File: config.mk
export PLATFORM = sky130hd
export DESIGN_NAME = input_skew_feeder
export DESIGN_NICKNAME = d
export VERILOG_FILES = /design/src/rtl/tpu_pkg.sv /design/src/rtl/feeder_fifo.sv /design/src/rtl/input_skew_feeder.sv
export SDC_FILE = /design/constraint.sdc
export NUM_CORES = 1
export LEC_CHECK = 0
export CORE_ASPECT_RATIO = 0.8
export CORE_UTILIZATION = 56
export CTS_CLUSTER_DIAMETER = 100
export CTS_CLUSTER_SIZE = 28
export DETAILED_ROUTE_END_ITERATION = 8
export PLACE_DENSITY_LB_ADDON = 0.05
export SKIP_LAST_GASP = 1
export SLEW_MARGIN = 20
export SYNTH_ARGS = -nofsm -noshare
export SYNTH_HDL_FRONTEND = slang
export SYNTH_SLANG_ARGS = --single-unit
File: constraint.sdc
create_clock -name clk -period 2.3 [get_ports clk]
set_clock_uncertainty 0.15 [all_clocks]
set_input_delay 0.23 -clock clk [delete_from_list [all_inputs] [get_ports clk]]
set_output_delay 0.23 -clock clk [all_outputs]
set_load 0.03 [all_outputs]
File: src/rtl/tpu_pkg.sv
// Shared types for the systolic-array front end: fixed-point element type and feeder FSM states.
package tpu_pkg;

  typedef logic signed [15:0] fxp_t;

  typedef enum logic [1:0] {
    IDLE   = 2'd0,
    STREAM = 2'd1,
    DRAIN  = 2'd2
  } feeder_state_e;

  localparam int STALL_CNT_W = 32;

  // Advances of zero fill needed after the last vector so the far corner flushes out.
  function automatic int drain_len(input int rows, input int cols);
    return rows + cols - 2;
  endfunction

endpackage

File: src/rtl/feeder_fifo.sv
// Show-ahead vector FIFO for the skew feeder; full/empty are registered from the next pointers.
module feeder_fifo #(
  parameter int WIDTH = 33,
  parameter int DEPTH = 4
) (
  input  logic             clk,
  input  logic             rst,
  input  logic             push,
  input  logic [WIDTH-1:0] wr_data,
  input  logic             pop,
  output logic [WIDTH-1:0] rd_data,
  output logic             full,
  output logic             empty
);

  localparam int AW = $clog2(DEPTH);
  localparam logic [AW:0] PTR_ONE = {{AW{1'b0}}, 1'b1};

  logic [WIDTH-1:0] mem [DEPTH];
  logic [AW:0]      wr_ptr_reg, wr_ptr_next;
  logic [AW:0]      rd_ptr_reg, rd_ptr_next;
  logic             full_reg, full_next;
  logic             empty_reg, empty_next;
  logic             push_ok, pop_ok;

  assign push_ok = push && !full_reg;
  assign pop_ok  = pop && !empty_reg;

  always_comb begin
    wr_ptr_next = push_ok ? wr_ptr_reg + PTR_ONE : wr_ptr_reg;
    rd_ptr_next = pop_ok  ? rd_ptr_reg + PTR_ONE : rd_ptr_reg;
    // Extra pointer bit distinguishes a wrapped (full) FIFO from an empty one.
    full_next   = (wr_ptr_next[AW] != rd_ptr_next[AW]) &&
                  (wr_ptr_next[AW-1:0] == rd_ptr_next[AW-1:0]);
    empty_next  = (wr_ptr_next == rd_ptr_next);
  end

  always_ff @(posedge clk or posedge rst) begin
    if (rst) begin
      wr_ptr_reg <= '0;
      rd_ptr_reg <= '0;
      full_reg   <= 1'b0;
      empty_reg  <= 1'b1;
    end else begin
      wr_ptr_reg <= wr_ptr_next;
      rd_ptr_reg <= rd_ptr_next;
      full_reg   <= full_next;
      empty_reg  <= empty_next;
    end
  end

  always_ff @(posedge clk) begin
    if (push_ok) mem[wr_ptr_reg[AW-1:0]] <= wr_data;
  end

  assign rd_data = mem[rd_ptr_reg[AW-1:0]];
  assign full    = full_reg;
  assign empty   = empty_reg;

endmodule

File: src/rtl/input_skew_feeder.sv
// West-edge feeder for the PE array: buffers vectors, skews row r by r advances, then drains.
// Optional FEEDER_STALL_STATS_EN adds a saturating stall_cnt output.
module input_skew_feeder
  import tpu_pkg::*;
#(
  parameter int DATA_WIDTH = 16,
  parameter int ROWS       = 2,
  parameter int COLS       = 2,
  parameter int DEPTH      = 4
) (
  input  logic                       clk,
  input  logic                       rst,
  input  logic                       in_valid,
  output logic                       in_ready,
  input  logic [ROWS*DATA_WIDTH-1:0] in_data,
  input  logic                       in_last,
  output logic [ROWS*DATA_WIDTH-1:0] row_data,
  output logic                       sa_start,
  output logic                       busy,
  output logic                       done
`ifdef FEEDER_STALL_STATS_EN
  ,output logic [STALL_CNT_W-1:0]    stall_cnt
`endif
);

  localparam int VEC_W = ROWS * DATA_WIDTH;
  localparam int EW    = DATA_WIDTH + 1;
  localparam int CNT_W = $clog2(ROWS + COLS);
  localparam logic [CNT_W-1:0] DRAIN_LOAD = CNT_W'(drain_len(ROWS, COLS));
  localparam logic [CNT_W-1:0] CNT_ONE    = CNT_W'(1);

  feeder_state_e    state_reg, state_next;
  logic [CNT_W-1:0] drain_cnt_reg;
  logic [VEC_W:0]   fifo_rd_data;
  logic             fifo_full, fifo_empty, push, pop_last;
  logic             pop, advance, done_next;
  logic             sa_start_reg, done_reg;

  assign push     = in_valid && !fifo_full;
  assign pop_last = fifo_rd_data[VEC_W];

  feeder_fifo #(
    .WIDTH(VEC_W + 1),
    .DEPTH(DEPTH)
  ) u_fifo (
    .clk    (clk),
    .rst    (rst),
    .push   (push),
    .wr_data({in_last, in_data}),
    .pop    (pop),
    .rd_data(fifo_rd_data),
    .full   (fifo_full),
    .empty  (fifo_empty)
  );

  always_ff @(posedge clk or posedge rst) begin
    if (rst) state_reg <= IDLE;
    else     state_reg <= state_next;
  end

  always_comb begin
    state_next = state_reg;
    case (state_reg)
      IDLE:    if (!fifo_empty) state_next = STREAM;
      STREAM:  if (!fifo_empty && pop_last) state_next = DRAIN;
      DRAIN:   if (drain_cnt_reg == '0) state_next = IDLE;
      default: state_next = IDLE;
    endcase
  end

  // The counter==0 drain cycle only closes the matrix; zero-fill advances happen while it is non-zero.
  always_comb begin
    pop       = 1'b0;
    advance   = 1'b0;
    done_next = 1'b0;
    case (state_reg)
      STREAM: begin
        pop     = !fifo_empty;
        advance = !fifo_empty;
      end
      DRAIN: begin
        advance   = (drain_cnt_reg != '0);
        done_next = (drain_cnt_reg == '0);
      end
      default: ;
    endcase
  end

  always_ff @(posedge clk or posedge rst) begin
    if (rst) begin
      drain_cnt_reg <= '0;
    end else if (state_reg == STREAM && state_next == DRAIN) begin
      drain_cnt_reg <= DRAIN_LOAD;
    end else if (state_reg == DRAIN && drain_cnt_reg != '0) begin
      drain_cnt_reg <= drain_cnt_reg - CNT_ONE;
    end
  end

  always_ff @(posedge clk or posedge rst) begin
    if (rst) begin
      sa_start_reg <= 1'b0;
      done_reg     <= 1'b0;
    end else begin
      sa_start_reg <= advance;
      done_reg     <= done_next;
    end
  end

  for (genvar gi = 0; gi < ROWS; gi++) begin : g_row
    logic [DATA_WIDTH-1:0] elem;
    logic [DATA_WIDTH-1:0] row_q;

    assign elem = pop ? fifo_rd_data[gi*DATA_WIDTH +: DATA_WIDTH] : '0;

    if (gi == 0) begin : g_direct
      always_ff @(posedge clk or posedge rst) begin
        if (rst)          row_q <= '0;
        else if (advance) row_q <= elem;
      end
    end else begin : g_shift
      // gi entries of {valid, data}; the oldest entry sits at the top of the vector.
      logic [EW-1:0]    entry;
      logic [gi*EW-1:0] sr_reg, sr_next;

      assign entry = {pop, elem};
      if (gi == 1) begin : g_one
        assign sr_next = entry;
      end else begin : g_many
        assign sr_next = {sr_reg[(gi-1)*EW-1:0], entry};
      end

      always_ff @(posedge clk or posedge rst) begin
        if (rst) begin
          sr_reg <= '0;
          row_q  <= '0;
        end else if (advance) begin
          sr_reg <= sr_next;
          row_q  <= sr_reg[gi*EW-1] ? sr_reg[gi*EW-2 -: DATA_WIDTH] : '0;
        end
      end
    end

    assign row_data[gi*DATA_WIDTH +: DATA_WIDTH] = row_q;
  end

`ifdef FEEDER_STALL_STATS_EN
  logic [STALL_CNT_W-1:0] stall_cnt_reg;

  always_ff @(posedge clk or posedge rst) begin
    if (rst) begin
      stall_cnt_reg <= '0;
    end else if (state_reg == STREAM && fifo_empty && stall_cnt_reg != '1) begin
      stall_cnt_reg <= stall_cnt_reg + STALL_CNT_W'(1);
    end
  end

  assign stall_cnt = stall_cnt_reg;
`endif

  assign in_ready = !fifo_full;
  assign sa_start = sa_start_reg;
  assign done     = done_reg;
  assign busy     = (state_reg != IDLE);

endmodule
==> results.yml <==
run_status:
  outcome: "finished, final reports clean"
route:
  top_layer: "met4"
  routed-wl-met2_mm: 6.54
  drcViolationCount: 0
  wl_met1_mm: 6.13
  num_vias: 3744
  drt-initial-drc-count: 263
  wl_met3_um: 418
  wl_per_cell_um: 19.6
  first_pass_iters: 4
  viasPerCell: 5.57
  routed_wl_mm: 13.2
  antenna_left: 0
grt:
  grt_pass1_wl_mm: 21.2
  grt_pass1_vias: 3912
  grt_overflow: 0
  grt_max_degree: 64
  grt.total_usage: 0.220
  antenna_found_initial: 0
sta:
  tightest_slew_ns: 0.760
  tns_ns: 0
  fmax_mhz: 459
  final_hold_viol_count: 0
  post-route-period-util: 0.948
  hold_ws_ns: 0.0532
  rsz0062_at_grt: "false"
  relSlewSlack: 0.493
  setup_viol: 0
  fin_crit_ns: 2.18
  slew_viol_final: 0
power:
  p_seq_frac: 0.424
  p_leak_uw: 0.00333
  clock_power_share: 0.237
  p_sw_frac: 0.318
  power.switching_uw: 3870
  power_uw: 12200
  p_per_area_nw_per_um2: 1360
  max-vdd-ir-drop_mv: 0.591
  p_int_uw: 8330
  power_frac_comb: 0.339
logic_synthesis:
  synth-main-ff-cell: "edfxtp_1"
  synthTopCellsByCount: "edfxtp_1 (132), dfrtp_1 (62), nand2_1 (38)"
  synthArstFlopShare: 0.323
  synth_edf_count: 132
  yosys_warnings: 0
  synth_seq_cells: 195
  yosys.area.top_type: "edfxtp_1"
  yosysMostFrequentCell: "edfxtp_1"
  ys_seq_area_frac: 0.754
  synth.avg_cell_area_sq_um: 18.5
  synthCells: 397
  synth_cell_types: 30
  syn-cell-area_sq_um: 7350
  synthTopCellsByArea: "edfxtp_1 (54%), dfrtp_1 (21%), mux4_2 (10%)"
  synth_top_area_frac: 0.539
  syn_nets: 443
worst_setup_path:
  startpoint: "state_reg[1]$_DFF_PP0_"
  reg2reg_depth: 7
  worstSetupPathType: "reg2reg"
  r2r-start: "state_reg[1]$_DFF_PP0_"
  r2r_slack_ns: 0.12
  path_max_fanout: 4
  cp.required_ns: 2.49
  crit_end: "u_fifo.full$_DFF_PP0_"
  worstPathArrival_ns: 2.37
  worstReg2RegEnd: "u_fifo.full$_DFF_PP0_"
  end_kind: "register"
  start_kind: "register"
layout:
  syn_to_final_growth_pct: 22.4
  post-route-cell-area_sq_um: 9000
  drive_above_1_share: 0.197
  largest_register_ff_count: 132
  layout.nets: 530
  antenna_cells: 0
hold_path:
  hold_path_class: "in2async"
placed_design:
  gp_congestion: 0.692
  place_area_sq_um: 8410
  port_buffers: 71
  place_hpwl_mm: 7.85
floorplan:
  start_util: 0.573
  rows: 37
  die_area_sq_um: 13600
  coreArea_sq_um: 12800
  die_w_um: 130
  die_y_um: 104
  ios: 72
clock_tree:
  clockBufferDepth: 2
  cts_tree: "done"
  cts_buffers: 17
  clk_latency_ns: 0.42
  clkTransAtPathRegs_ns: 0.06
  root_buffer: "clkbuf_16"
  htreeDepth: 4
  clkSinkCount: 195
flow_run:
  maxCapViolations: 0
logic make-up (layout without fill, tap and decap cells):
| kind of cell | count (synthesis) | count (layout) | synth area share |
|---|---|---|---|
| flops | 195 | 195 | 0.754 |
| compound gates | 59 | 59 | 0.0589 |
| simple gates | 53 | 53 | 0.0332 |
| buf+inv | 37 | 137 | 0.0225 |
| mux | 34 | 34 | 0.103 |
| fa+ha+maj | 10 | 10 | 0.0170 |
| xor+xnor | 9 | 9 | 0.0117 |
cells in the final DEF, fill, tap and decap left out, drive strengths merged, types with 2 or more instances in the layout:
master / netlist / routed
edfxtp: 132 / 132
clkdlybuf4s50: 0 / 70
dfrtp: 62 / 62
nand2: 38 / 38
mux4: 33 / 33
a22o: 32 / 32
buf: 11 / 21
clkbuf: 13 / 20
o21ai: 18 / 18
inv: 13 / 15
ha: 10 / 10
xnor2: 7 / 7
clkinv: 0 / 7
and2: 5 / 5
a21oi: 3 / 3
a211oi: 3 / 3
nor2b: 3 / 3
or3: 2 / 2
nor3: 2 / 2
bufinv: 0 / 2
xor2: 2 / 2
critical path, stage by stage, from the launching register on:
cell,delay [ns]
dfrtp_1,0.42
inv_1,0.12
ha_1,0.22
nor2b_4,0.25
mux2i_2,0.34
xnor2_1,0.10
or3_1,0.33
a21oi_1,0.18
worst min-delay path by stage:
stage                     depth (start not counted)                                      end                            from  slack (ns)
final                                             3           g_row[1].row_q[15]$_DFFE_PP0P_                             rst        0.05
after global routing                              3  g_row[1].g_shift.sr_reg[12]$_DFFE_PP0P_                             rst        0.09
after CTS                                         3           g_row[1].row_q[15]$_DFFE_PP0P_                             rst        0.06
after detailed placement                          2           g_row[1].row_q[14]$_DFFE_PP0P_  g_row[1].row_q[14]$_DFFE_PP0P_        0.32
after global placement                            2           g_row[1].row_q[10]$_DFFE_PP0P_  g_row[1].row_q[10]$_DFFE_PP0P_        0.31
after floorplan                                   0               u_fifo.mem[0][0]$_DFFE_PP_                      in_data[0]        0.18
routing by layer:
layer,track usage,vias up
met5,0,-
met4,0.0698,0
met3,0.0633,10
met2,0.336,66
met1,0.307,1971
li1,-,1697
repair_timing:
| action | 4_1_cts | 5_1_grt |
|---|---|---|
| hold buffers | 0 | 0 |
| buffers inserted | 0 | 1 |
| resized for setup | 1 | 0 |
| pin swaps | 0 | 0 |
| endpoints found under the setup margin | 1 | 2 |
power by group through the flow:
stage | Clock (uW) | Sequential (uW) | Combinational, uW
after floorplan | 0 | 5530 | 2450
after global placement | 0 | 5200 | 4120
after detailed placement | 0 | 5230 | 4190
after CTS | 2960 | 5170 | 4200
after global routing | 3110 | 5260 | 4510
final | 2890 | 5170 | 4140
stage by stage:
stage / setup WS (ns) / util / instances
2_1_floorplan: 0.202 / - / 397
3_3_place_gp: 0.215 / 0.656 / 639
3_5_place_dp: 0.121 / 0.656 / 639
5_1_grt: 0.00771 / 0.702 / 672
6_report: 0.119 / 0.702 / 672
4_1_cts: 0.0747 / 0.701 / 671
area by class of cell:
cell class                 instances  area, sq um
sequential                       195         5540
fill                             852         3820
multi-input combinational        165         1660
timing repair buffer              92          942
clock buffer                      20          457
tap                              175          219
clock inverter                    12          129
inverter                          13         48.8
Note: power is estimated with default switching activity, not from simulation.
